## config.mk

```make
export PLATFORM = sky130hd
export DESIGN_NAME = iterative_alu
export DESIGN_NICKNAME = d
export VERILOG_FILES = /design/src/rtl/iterative_alu.sv
export SDC_FILE = /design/constraint.sdc
export NUM_CORES = 1
export LEC_CHECK = 0
export ABC_AREA = 1
export BUFFER_PORTS_ARGS = -buffer_cell sky130_fd_sc_hd__buf_2
export CORE_MARGIN = 5
export CORE_UTILIZATION = 35
export DETAILED_ROUTE_END_ITERATION = 16
export PLACE_DENSITY_LB_ADDON = 0.25
export SLEW_MARGIN = 20
export SYNTH_ARGS = -nofsm -noshare
export SYNTH_HDL_FRONTEND = slang
export SYNTH_SLANG_ARGS = --single-unit
```

## constraint.sdc

```tcl
create_clock -name clk -period 6.09 [get_ports clk]
set_input_delay 0.3045 -clock clk [delete_from_list [all_inputs] [get_ports clk]]
set_output_delay 0.3045 -clock clk [all_outputs]
set_load 0.01 [all_outputs]
```

## src/rtl/iterative_alu.sv

```systemverilog
// iterative_alu: RV32I execute-stage ALU. Logic/arithmetic/compare ops finish
// in one cycle; shifts walk one bit per cycle through a small work register.
// Valid/ready on both sides; one operation in flight at a time.
module iterative_alu #(
  parameter int XLEN    = 32,
  parameter int SHAMT_W = 5
) (
  input  logic            clk,
  input  logic            rst,
  input  logic            in_valid,
  output logic            in_ready,
  input  logic [3:0]      op,
  input  logic            invert,
  input  logic [XLEN-1:0] a,
  input  logic [XLEN-1:0] b,
  output logic            out_valid,
  input  logic            out_ready,
  output logic [XLEN-1:0] result,
  output logic            zero,
  output logic            branch_cond
);

  localparam logic [3:0] OP_AND  = 4'd0;
  localparam logic [3:0] OP_OR   = 4'd1;
  localparam logic [3:0] OP_ADD  = 4'd2;
  localparam logic [3:0] OP_SUB  = 4'd3;
  localparam logic [3:0] OP_XOR  = 4'd4;
  localparam logic [3:0] OP_SLL  = 4'd5;
  localparam logic [3:0] OP_SLT  = 4'd6;
  localparam logic [3:0] OP_SLTU = 4'd7;
  localparam logic [3:0] OP_SRL  = 4'd8;
  localparam logic [3:0] OP_SRA  = 4'd9;

  typedef enum logic [1:0] {
    IDLE  = 2'd0,
    SHIFT = 2'd1,
    DONE  = 2'd2
  } state_t;

  state_t               state;
  logic [3:0]           op_q;
  logic                 invert_q;
  logic [XLEN-1:0]      work;
  logic [SHAMT_W-1:0]   cnt;
  logic [SHAMT_W-1:0]   shamt;
  logic [XLEN-1:0]      quick_res;
  logic [XLEN-1:0]      shift_next;

  // True for the three shift opcodes.
  function automatic logic is_shift(input logic [3:0] f_op);
    return (f_op == OP_SLL) || (f_op == OP_SRL) || (f_op == OP_SRA);
  endfunction

  // Single-cycle result. Shifts only reach this path with a zero shift
  // amount, in which case the operand passes through unchanged.
  function automatic logic [XLEN-1:0] alu_op(input logic [3:0]      f_op,
                                             input logic [XLEN-1:0] x,
                                             input logic [XLEN-1:0] y);
    logic [XLEN-1:0] r;
    case (f_op)
      OP_AND:  r = x & y;
      OP_OR:   r = x | y;
      OP_ADD:  r = x + y;
      OP_SUB:  r = x - y;
      OP_XOR:  r = x ^ y;
      OP_SLT:  r = {{(XLEN-1){1'b0}}, ($signed(x) < $signed(y))};
      OP_SLTU: r = {{(XLEN-1){1'b0}}, (x < y)};
      OP_SLL:  r = x;
      OP_SRL:  r = x;
      OP_SRA:  r = x;
      default: r = '0;
    endcase
    return r;
  endfunction

  // One bit-step of the iterative shifter.
  function automatic logic [XLEN-1:0] shift_step(input logic [3:0]      f_op,
                                                 input logic [XLEN-1:0] w);
    logic [XLEN-1:0] r;
    case (f_op)
      OP_SLL:  r = {w[XLEN-2:0], 1'b0};
      OP_SRL:  r = {1'b0, w[XLEN-1:1]};
      OP_SRA:  r = {w[XLEN-1], w[XLEN-1:1]};
      default: r = w;
    endcase
    return r;
  endfunction

  assign shamt      = b[SHAMT_W-1:0];
  assign quick_res  = alu_op(op, a, b);
  assign shift_next = shift_step(op_q, work);
  assign in_ready   = (state == IDLE);

  // Control FSM plus the registered result, flags and shifter datapath.
  always_ff @(posedge clk or posedge rst) begin
    if (rst) begin
      state       <= IDLE;
      op_q        <= 4'd0;
      invert_q    <= 1'b0;
      work        <= '0;
      cnt         <= '0;
      out_valid   <= 1'b0;
      result      <= '0;
      zero        <= 1'b0;
      branch_cond <= 1'b0;
    end else begin
      case (state)
        IDLE: begin
          if (in_valid) begin
            op_q     <= op;
            invert_q <= invert;
            if (is_shift(op) && (shamt != '0)) begin
              work  <= a;
              cnt   <= shamt;
              state <= SHIFT;
            end else begin
              result      <= quick_res;
              zero        <= (quick_res == '0);
              branch_cond <= (quick_res == '0) ^ invert;
              out_valid   <= 1'b1;
              state       <= DONE;
            end
          end
        end
        SHIFT: begin
          // The last step goes straight into result so the shift finishes
          // on the same edge that the counter expires.
          if (cnt == SHAMT_W'(1)) begin
            result      <= shift_next;
            zero        <= (shift_next == '0);
            branch_cond <= (shift_next == '0) ^ invert_q;
            out_valid   <= 1'b1;
            cnt         <= '0;
            state       <= DONE;
          end else begin
            work <= shift_next;
            cnt  <= cnt - SHAMT_W'(1);
          end
        end
        DONE: begin
          if (out_ready) begin
            out_valid <= 1'b0;
            state     <= IDLE;
          end
        end
        default: begin
          out_valid <= 1'b0;
          state     <= IDLE;
        end
      endcase
    end
  end

endmodule

```

==> reports/qor.yml, run 1 <==
setup_path:
  crit_type: "in -> reg"
  slowest_delay_ns: 0.65
  cp.arrival_ns: 3.93
  worst-r2r-setup-slack_ns: 2.87
  crit_required_ns: 6.32
  path_common_cell: "nand2_1"
  crit_chain: "buf_2 > nor2_2 > nor2_1 > nand2_1 > inv_2 > a211oi_1 > nand2_1 > nor2_1 > nand2_1 > nor2_1 > nand2_1 > nor2_1 > nand3_1 > nand2_1 > nand3_1 > nand2_1 > nand2_1"
  cp_slowest_cell: "nor2_2"
  end_kind: "register"
  start_kind: "input pin"
  path_max_fanout: 23
  reg2reg_depth: 14
sta:
  fmax_mhz: 271
  relSlewSlack_pct: 32.5
  fin_hold_ws_ns: 0.119
  fin_tns_setup_ns: 0
  clock_skew_ns: 0.00726
  timing.final.ws_setup_ns: 2.39
  rsz0062_at_grt: "false"
  finalHoldViolations: 0
  timing.final.crit_period_ns: 3.70
  setup_viol: 0
  tightest_slew_ns: 1.01
  finalCritPeriodShare_pct: 60.7
  drv_slew: 0
die:
  num_io_pins: 109
  initial_core_util_pct: 35.2
  dieArea_um2: 36300
  fp.dieW_um: 190
  die_y_um: 190
  coreArea_um2: 32400
  num_rows: 66
clock_network:
  cts.sinks: 79
  clk_pin_slew_ns: 0.06
  htree_levels: 3
  ctsRootBufferMaster: "clkbuf_16"
  cts_tree: "yes"
  clockBufferDepth: 2
  cts_hold_buf: 0
  cts_setup_buffers: 0
  clk_latency_ns: 0.34
  cts-buffers-inserted: 9
  cts_resized: 0
power:
  power.static_leakage_nw: 6.95
  powerDensity_nw_per_um2: 306
  max-vdd-ir-drop_v: 0.000168
  total_power_mw: 3.82
synth:
  synth_top_cells_by_count: "578 x nand2_1, 376 x inv_1, 224 x nor2_1"
  synth_warnings: 0
  syn_nets: 2200
  synthSimpleGateAreaFrac_pct: 38.5
  yosysTopAreaCellShare_pct: 19.0
  ys_types: 39
  synth_mux_area_share_pct: 0.198
  synth_top_family_by_area: "simple AND/OR/NAND/NOR gates"
  synth_largest_area_cell: "nand2_1"
  synth_edf_count: 0
  synth_xor_area_share_pct: 0.307
  synthFlopType: "dfrtp_1"
  synth.most_common_cell: "nand2_1"
  yosysSeqAreaShare_pct: 17.3
  synthAdderAreaFrac_pct: 12.4
  synth.avg_cell_area_um2: 5.66
  synth_compound_area_share_pct: 15.4
  syn_area_um2: 11400
  synth-async-reset-ratio_pct: 100
  ys_ff_latch: 79
  synthTopCellsByArea: "nand2_1 19%, dfrtp_1 17%, inv_1 12%"
  syn_inst: 2015
route:
  wl_mm: 47.7
  met1_length_mm: 21.1
  drt_pass1_iterations: 6
  drc: 0
  vias_per_cell: 5.27
  drt_iter0_markers: 1513
  vias: 13300
  routed.top_layer: "met5"
  wl_met2_mm: 21.1
  wl_per_cell_um: 18.9
  ant_nets: 0
  wl_met3_mm: 4.25
layout:
  fillers: 3739
  nets: 2253
  seq_area_um2: 1980
  drive_gt1_share_pct: 8.59
  multi_input_area_um2: 7630
  area_delta_synth_final_pct: 9.57
  final_area_um2: 12500
grt:
  grt_pass1_wl_mm: 71.9
  grt_pass1_vias: 12600
  antenna_found_initial: 3
  gr-total-overflow: 0
  grt_max_degree: 80
  grt_use_total_pct: 25.5
job:
  maxCapViolCount: 0
hold_path:
  worst_hold_path_type: "in -> async"
place:
  place_area_um2: 12200
  io_buffers: 108
  gp_congestion: 0.998
  hpwl_mm: 38.7
  post-place-ws_ns: 2.16
outcome:
  outcome: "complete, no violations"
-- per-layer routing --
metal | vias up | global-route usage, %
met3 | 72 | 5.44
met4 | 2 | 7.04
met2 | 524 | 40.6
met5 | - | 0
li1 | 6474 | -
met1 | 6179 | 35.0
-- path summary, 6_finish.rpt --
kind / to / startpoint
worst min-delay path: result[27] / rst
worst min register to register: op_q[2] / op_q[2]
worst max register to register: branch_cond / op_q[1]
min in group clk: invert_q / invert
max in group asynchronous: out_valid / rst
worst max-delay path: branch_cond / op[3]
-- stage by stage --
stage                     util [%]  cells
after floorplan                  -   2015
after global placement        37.6   2499
after detailed placement      37.6   2499
after CTS                     38.6   2515
after global routing          38.6   2516
final                         38.6   2516
-- sequential cells by signal, summed over array words and instances (netlist names) --
| signal | flops |
|---|---|
| result | 32 |
| zero | 1 |
| invert_q | 1 |
| work | 32 |
| op_q | 4 |
| branch_cond | 1 |
| cnt | 5 |
| state | 2 |
| out_valid | 1 |
-- placed cells by master, fill, tap and decap left out, drive strengths merged, types with 10 or more instances in the layout --
master	synthesis	final
or2	25	25
ha	110	110
nor3	16	16
o21ai	112	112
a211oi	16	16
inv	379	377
nand3	162	162
buf	57	115
nand4	25	25
a21oi	82	82
a31oi	35	35
dfrtp	79	79
o22ai	54	54
nand2	582	582
clkbuf	16	10
nor2	230	230
-- report_power, final --
group	leakage (nW)	switching (mW)	internal (mW)
combinational	5.85	1.59	0.715
sequential	0.951	0.166	0.804
clock	0.144	0.223	0.326
total	6.95	1.98	1.85
-- layout make-up --
type	instances	area share (%)
multi-input cells	1484	61.1
clock buffers	10	1.91
flip-flops and latches	79	15.8
well taps	442	4.43
repair buffers	115	4.78
inverters	379	11.4
diodes	1	0.0200
clock inverters	6	0.481
-- cell families (layout without fill, tap and decap cells) --
| logic type | Yosys count | in the layout |
|---|---|---|
| flops | 79 | 79 |
| fa+ha+maj | 112 | 112 |
| buf+inv | 452 | 510 |
| compound gates | 313 | 313 |
| simple gates | 1053 | 1053 |
| xor+xnor | 4 | 4 |
| other cells | 0 | 1 |
| mux | 2 | 2 |
-- worst max-delay path: cells and delay by family --
kind | cells | cell delay (ns)
buffers and inverters | 2 | 0.64
AOI/OAI and AO/OA | 1 | 0.51
and+or+nand+nor | 14 | 2.46
Power figures use the tool's default switching activity.
==> run 2, diff against run 1 <==
--- a/config.mk
+++ b/config.mk
@@ -5,7 +5,7 @@
 export SDC_FILE = /design/constraint.sdc
 export NUM_CORES = 1
 export LEC_CHECK = 0
-export ABC_AREA = 1
+export ABC_AREA = 0
 export BUFFER_PORTS_ARGS = -buffer_cell sky130_fd_sc_hd__buf_2
 export CORE_MARGIN = 5
 export CORE_UTILIZATION = 35
==> constraint.sdc (replaced) <==
create_clock -name clk -period 3.7 [get_ports clk]
set_input_delay 0.185 -clock clk [delete_from_list [all_inputs] [get_ports clk]]
set_output_delay 0.185 -clock clk [all_outputs]
set_load 0.01 [all_outputs]
==> reports/qor.yml, run 2 <==
synth:
  synthAdderAreaFrac_pct: 13.8
  synth_compound_area_share_pct: 33.0
  synth_largest_area_cell: "dfrtp_1"
  yosysTopAreaCellShare_pct: 19.3
  synth.avg_cell_area_um2: 7.09
  syn_area_um2: 10200
  synth-async-reset-ratio_pct: 100
  synthSimpleGateAreaFrac_pct: 24.0
  synthTopCellsByArea: "dfrtp_1 19%, ha_1 13%, nand2_1 7.2%"
  synth_mux_area_share_pct: 1.77
  synth_top_cells_by_count: "196 x nand2_1, 143 x o21ai_0, 131 x nor2_1"
  ys_ff_latch: 79
  synthFlopType: "dfrtp_1"
  yosysSeqAreaShare_pct: 19.3
  synth_warnings: 0
  synth_top_family_by_area: "compound AO/OA/AOI/OAI gates"
  synth_xor_area_share_pct: 0.599
  synth.most_common_cell: "nand2_1"
  syn_nets: 1630
  synth_edf_count: 0
  ys_types: 78
  syn_inst: 1445
layout:
  final_common_cell: "buf_4"
  largestRegisters: "result (32), work (32), cnt (5)"
  drive_gt1_share_pct: 29.4
  diodes: 0
  mostFrequentLayoutCells: "330 x buf_4, 195 x nand2_1, 138 x o21ai_0"
  nets: 1988
  final_cells: 2191
  utilization_pct: 49.2
  area_delta_synth_final_pct: 38.2
  final_area_um2: 14200
route:
  drc: 0
  wl_mm: 44.6
  wl_met3_mm: 3.48
  wl_per_cell_um: 20.3
  drt_pass1_iterations: 6
  routed.top_layer: "met4"
  wl_met2_mm: 20.1
  vias_per_cell: 5.74
  drt_iter0_markers: 1199
  vias: 12600
  ant_nets: 0
  met1_length_mm: 19.9
sta:
  finalHoldViolations: 0
  fmax_mhz: 265
  finalCritPeriodShare_pct: 102
  rsz0062_at_grt: "true"
  timing.final.crit_period_ns: 3.78
  clock_skew_ns: 0.0101
  timing.final.ws_setup_ns: -0.0766
  setup_viol: 1
  relSlewSlack_pct: 34.7
  tightest_slew_ns: 0.975
  drv_slew: 0
  fin_hold_ws_ns: 0.0425
die:
  coreArea_um2: 28800
  fp.dieW_um: 181
  num_rows: 62
  initial_core_util_pct: 35.6
  num_io_pins: 109
  dieArea_um2: 32800
  die_y_um: 181
grt:
  gr-total-overflow: 0
  grt_pass1_vias: 12000
  grt_max_degree: 66
  grt_use_total_pct: 25.9
  antenna_found_initial: 0
  grt_pass1_wl_mm: 68.5
outcome:
  violations: "setup timing"
  outcome: "complete, but fails checks"
setup_path:
  cp_slowest_cell: "or4b_4"
  critPathCapture: "branch_cond"
  crit_required_ns: 3.97
  crit_path_start: "a[0]"
  path_max_fanout: 4
  crit_chain: "buf_8 > inv_4 > ha_4 > fa_2 > o21ba_4 > or4_4 > a21oi_4 > nor3_4 > o211ai_1 > xnor2_1 > o211ai_1 > or4b_4 > nor4_4 > nand2_4 > or4_4 > nand3_2"
  critical_path.reg2reg.endpoint: "branch_cond"
  end_kind: "register"
  start_kind: "input pin"
  critical_path_depth: 16
  slowest_delay_ns: 0.55
  reg2reg_from: "op_q[1]"
  crit_type: "in -> reg"
  worst-r2r-setup-slack_ns: 0.36
  cp.arrival_ns: 4.04
  cp_num_buf_inv: 2
  reg2reg_depth: 12
  cpLargestDelayFamily: "simple AND/OR/NAND/NOR gates"
place:
  io_buffers: 108
  placedCellCount: 2171
  place_area_um2: 13500
  hpwl_mm: 36.6
  gp_congestion: 0.987
  post-place-ws_ns: -0.535
clock_network:
  cts_tree: "yes"
  cts-buffers-inserted: 9
  clockBufferDepth: 2
  clk_pin_slew_ns: 0.06
  cts_hold_buf: 0
  cts.sinks: 79
  ctsRootBufferMaster: "clkbuf_16"
  htree_levels: 3
  clk_latency_ns: 0.34
hold_path:
  worst_hold_path_type: "in -> async"
power:
  switching_share_pct: 44.3
  comb_power_share_pct: 56.0
  powerDensity_nw_per_um2: 420
  power.static_leakage_nw: 6.82
  pwr-share-clk_pct: 17.3
  p_int_mw: 3.31
  p_sw_mw: 2.63
  sequentialPowerShare_pct: 26.7
  max-vdd-ir-drop_v: 0.000218
job:
  maxCapViolCount: 0
run 2: cell count changes after synthesis, moves of 23 or more:
cell	previous run	this run
clkbuf_1	16	80
nand2_1	578	196
nor2_1	224	131
o31ai_1	0	34
nand3_1	162	36
a31oi_1	35	12
inv_1	376	98
o21ai_0	111	143
o22ai_1	54	10
buf_2	46	10
a22oi_1	1	38
run 2: cells by family after synthesis:
| family | after synthesis |
|---|---|
| AND/OR/NAND/NOR | 522 |
| XOR/XNOR | 7 |
| adder cells (fa/ha/maj) | 112 |
| buffers and inverters | 198 |
| flip-flops | 79 |
| AO/OA/AOI/OAI | 510 |
| multiplexers | 17 |
run 2: power groups by stage:
stage,clock [mW],sequential (mW),combinational (mW)
2_1_floorplan,0,1.58,1.86
3_3_place_gp,0,1.58,3.18
3_5_place_dp,0,1.59,3.22
4_1_cts,1.05,1.58,3.24
5_1_grt,1.08,1.64,3.68
6_report,1.03,1.59,3.33
run 2: how the worst min path moves through the flow:
stage / startpoint / to / slack (ns)
after CTS: rst / result[30] / 0.07
final: rst / work[22] / 0.04
after global routing: rst / result[30] / 0.12
after floorplan: invert / invert_q / 0.34
after global placement: rst / result[24] / 0.43
after detailed placement: rst / result[30] / 0.43
run 2: worst register-to-register path, delay by kind of cell, from the launching register on:
kind | cells | cell delay (ns)
AND/OR/NAND/NOR | 9 | 2.21
AO/OA/AOI/OAI | 2 | 0.44
flip-flops | 1 | 0.40
XOR/XNOR | 1 | 0.18
run 2: cell type report:
class	count	area (um2)
Clock buffer	12	256
Sequential cell	79	1980
Fill cell	2905	14600
Inverter	100	379
Tap cell	384	480
Timing Repair Buffer	445	3170
Multi-Input combinational cell	1168	7790
Clock inverter	3	90.1
run 2: what timing repair did:
| item | 4_1_cts | 5_1_grt |
|---|---|---|
| pin swaps | 4 | 29 |
| setup buffers | 0 | 5 |
| endpoints found under the setup margin | 2 | 2 |
| resized for setup | 10 | 47 |
run 2: routing by layer:
layer  up-vias  GRT usage, %
met5         -             0
met4         0          6.72
met3        72          2.80
met2       535          41.7
met1      5971          37.2
li1       5992             -
run 2: through the flow:
step | setup TNS, ns | power (mW)
final | -0.0766 | 5.95
after global routing | -0.192 | 6.40
after CTS | 0 | 5.87
after detailed placement | -1.02 | 4.81
after global placement | -1.05 | 4.76
after floorplan | 0 | 3.44
==> run 3, diff against run 2 <==
--- a/config.mk
+++ b/config.mk
@@ -10,7 +10,9 @@
 export CORE_MARGIN = 5
 export CORE_UTILIZATION = 35
 export DETAILED_ROUTE_END_ITERATION = 16
+export HOLD_SLACK_MARGIN = 0.1
 export PLACE_DENSITY_LB_ADDON = 0.25
+export RECOVER_POWER = 25
 export SLEW_MARGIN = 20
 export SYNTH_ARGS = -nofsm -noshare
 export SYNTH_HDL_FRONTEND = slang
==> reports/qor.yml, run 3 (synthesis gave the netlist of run 2 again) <==
route:
  drt_pass1_iterations: 8
  wl_mm: 44.5
  drc: 0
  vias: 12600
  wl_per_cell_um: 20.3
  vias_per_cell: 5.73
  drt_iter0_markers: 1228
  ant_nets: 0
grt:
  grt_max_degree: 66
  grt_use_total_pct: 25.9
  grt_pass1_wl_mm: 68.5
  grt_pass1_vias: 12000
  antenna_found_initial: 0
  gr-total-overflow: 0
setup_path:
  path_max_fanout: 4
  start_kind: "input pin"
  crit_required_ns: 3.97
  crit_type: "in -> reg"
  end_kind: "register"
  cp.arrival_ns: 4.03
clock_network:
  ctsRootBufferMaster: "clkbuf_16"
  cts_tree: "yes"
  cts.sinks: 79
  clk_latency_ns: 0.34
  clockBufferDepth: 2
  cts-buffers-inserted: 9
  htree_levels: 3
  clk_pin_slew_ns: 0.05
sta:
  finalCritPeriodShare_pct: 102
  setup_viol: 1
  fin_hold_ws_ns: 0.130
  timing.final.crit_period_ns: 3.76
  rsz0062_at_grt: "true"
  clock_skew_ns: 0.0100
  tightest_slew_ns: 2.47
  relSlewSlack_pct: -65.4
  fin_tns_setup_ns: -0.0649
  drv_slew: 57
  timing.final.ws_setup_ns: -0.0649
  fmax_mhz: 266
  finalHoldViolations: 0
die:
  num_io_pins: 109
  coreArea_um2: 28800
  fp.dieW_um: 181
  num_rows: 62
  dieArea_um2: 32800
  die_y_um: 181
  initial_core_util_pct: 35.6
job:
  maxCapViolCount: 1
power:
  total_power_mw: 5.91
  powerDensity_nw_per_um2: 418
  max-vdd-ir-drop_v: 0.000217
  power.static_leakage_nw: 6.69
place:
  gp_congestion: 0.987
  hpwl_mm: 36.6
  io_buffers: 108
layout:
  diodes: 0
  largestRegisters: "result (32), work (32), cnt (5)"
  nets: 1990
  area_delta_synth_final_pct: 37.9
  drive_gt1_share_pct: 27.4
  final_common_cell: "buf_4"
  mostFrequentLayoutCells: "330 x buf_4, 195 x nand2_1, 138 x o21ai_0"
outcome:
  violations: "capacitance limit, slew limit, setup timing"
  outcome: "complete, but fails checks"
hold_path:
  worst_hold_path_type: "in -> reg"
run 3: cell types whose count changed in the layout (fill, tap and decap cells not counted):
cell           before  now
buf_2             106   70
dlygate4sd3_1       0    2
clkinvlp_2          0    1
clkbuf_1            1   37
clkinv_2            1    0
run 3: worst paths after layout:
path                                 start          end  slack, ns  cells after the start
worst max-delay path                  a[0]  branch_cond      -0.06                     16
worst min-delay path                invert     invert_q       0.13                      2
worst max register to register     op_q[1]  branch_cond       0.36                     12
worst min register to register  result[31]   result[31]       0.47                      2
max in group asynchronous              rst      work[5]       1.40                      4
min in group asynchronous              rst   result[30]       1.07                      3
run 3: final cells by class:
class	count	area [um2]
Timing Repair Buffer	447	3150
Tap cell	384	480
Fill cell	2924	14700
Clock buffer	12	256
Inverter	100	379
Multi-Input combinational cell	1168	7790
Clock inverter	3	90.1
Sequential cell	79	1980
run 3: repair_timing:
action | CTS | global route
cloned | 0 | 0
pin swaps | 4 | 29
setup endpoints to repair | 2 | 2
setup buffers | 0 | 5
endpoints found under the hold margin | 56 | 0
hold buffers | 2 | 0
gates resized for setup | 10 | 47
run 3: per-stage QoR:
stage          instances  worst slack, ns  util [%]  area, um2
2_1_floorplan       1445           0.0749         -      10200
3_3_place_gp        2171           -0.552      46.9      13500
6_report            2193          -0.0649      49.1      14100
5_1_grt             2193           -0.143      49.1      14100
3_5_place_dp        2171           -0.535      46.9      13500
4_1_cts             2188           0.0297      48.3      13900
run 3: layer usage:
metal / vias to the layer above / wire, um / GRT usage (%)
met5: - / 0 / 0
met4: 0 / 1110 / 6.72
met3: 72 / 3610 / 2.80
met2: 525 / 20100 / 41.7
met1: 5976 / 19700 / 37.2
li1: 5991 / - / -
run 3: power by group:
part / switching, mW / leakage, nW / internal [mW] / total, mW
Combinational: 1.96 / 5.53 / 1.33 / 3.29
Clock: 0.338 / 0.169 / 0.692 / 1.03
Sequential: 0.343 / 0.993 / 1.25 / 1.59
Total: 2.64 / 6.69 / 3.27 / 5.91
run 3: worst max-delay path: stages:
cell and delay (ns):
buf_8 0.09, inv_4 0.04, ha_4 0.16, fa_2 0.37, o21ba_4 0.20, or4_4 0.54
a21oi_4 0.22, nor3_4 0.08, o211ai_1 0.22, xnor2_1 0.15, o211ai_1 0.14, or4b_4 0.54
nor4_4 0.38, nand2_4 0.09, or4_4 0.54, nand3_2 0.07
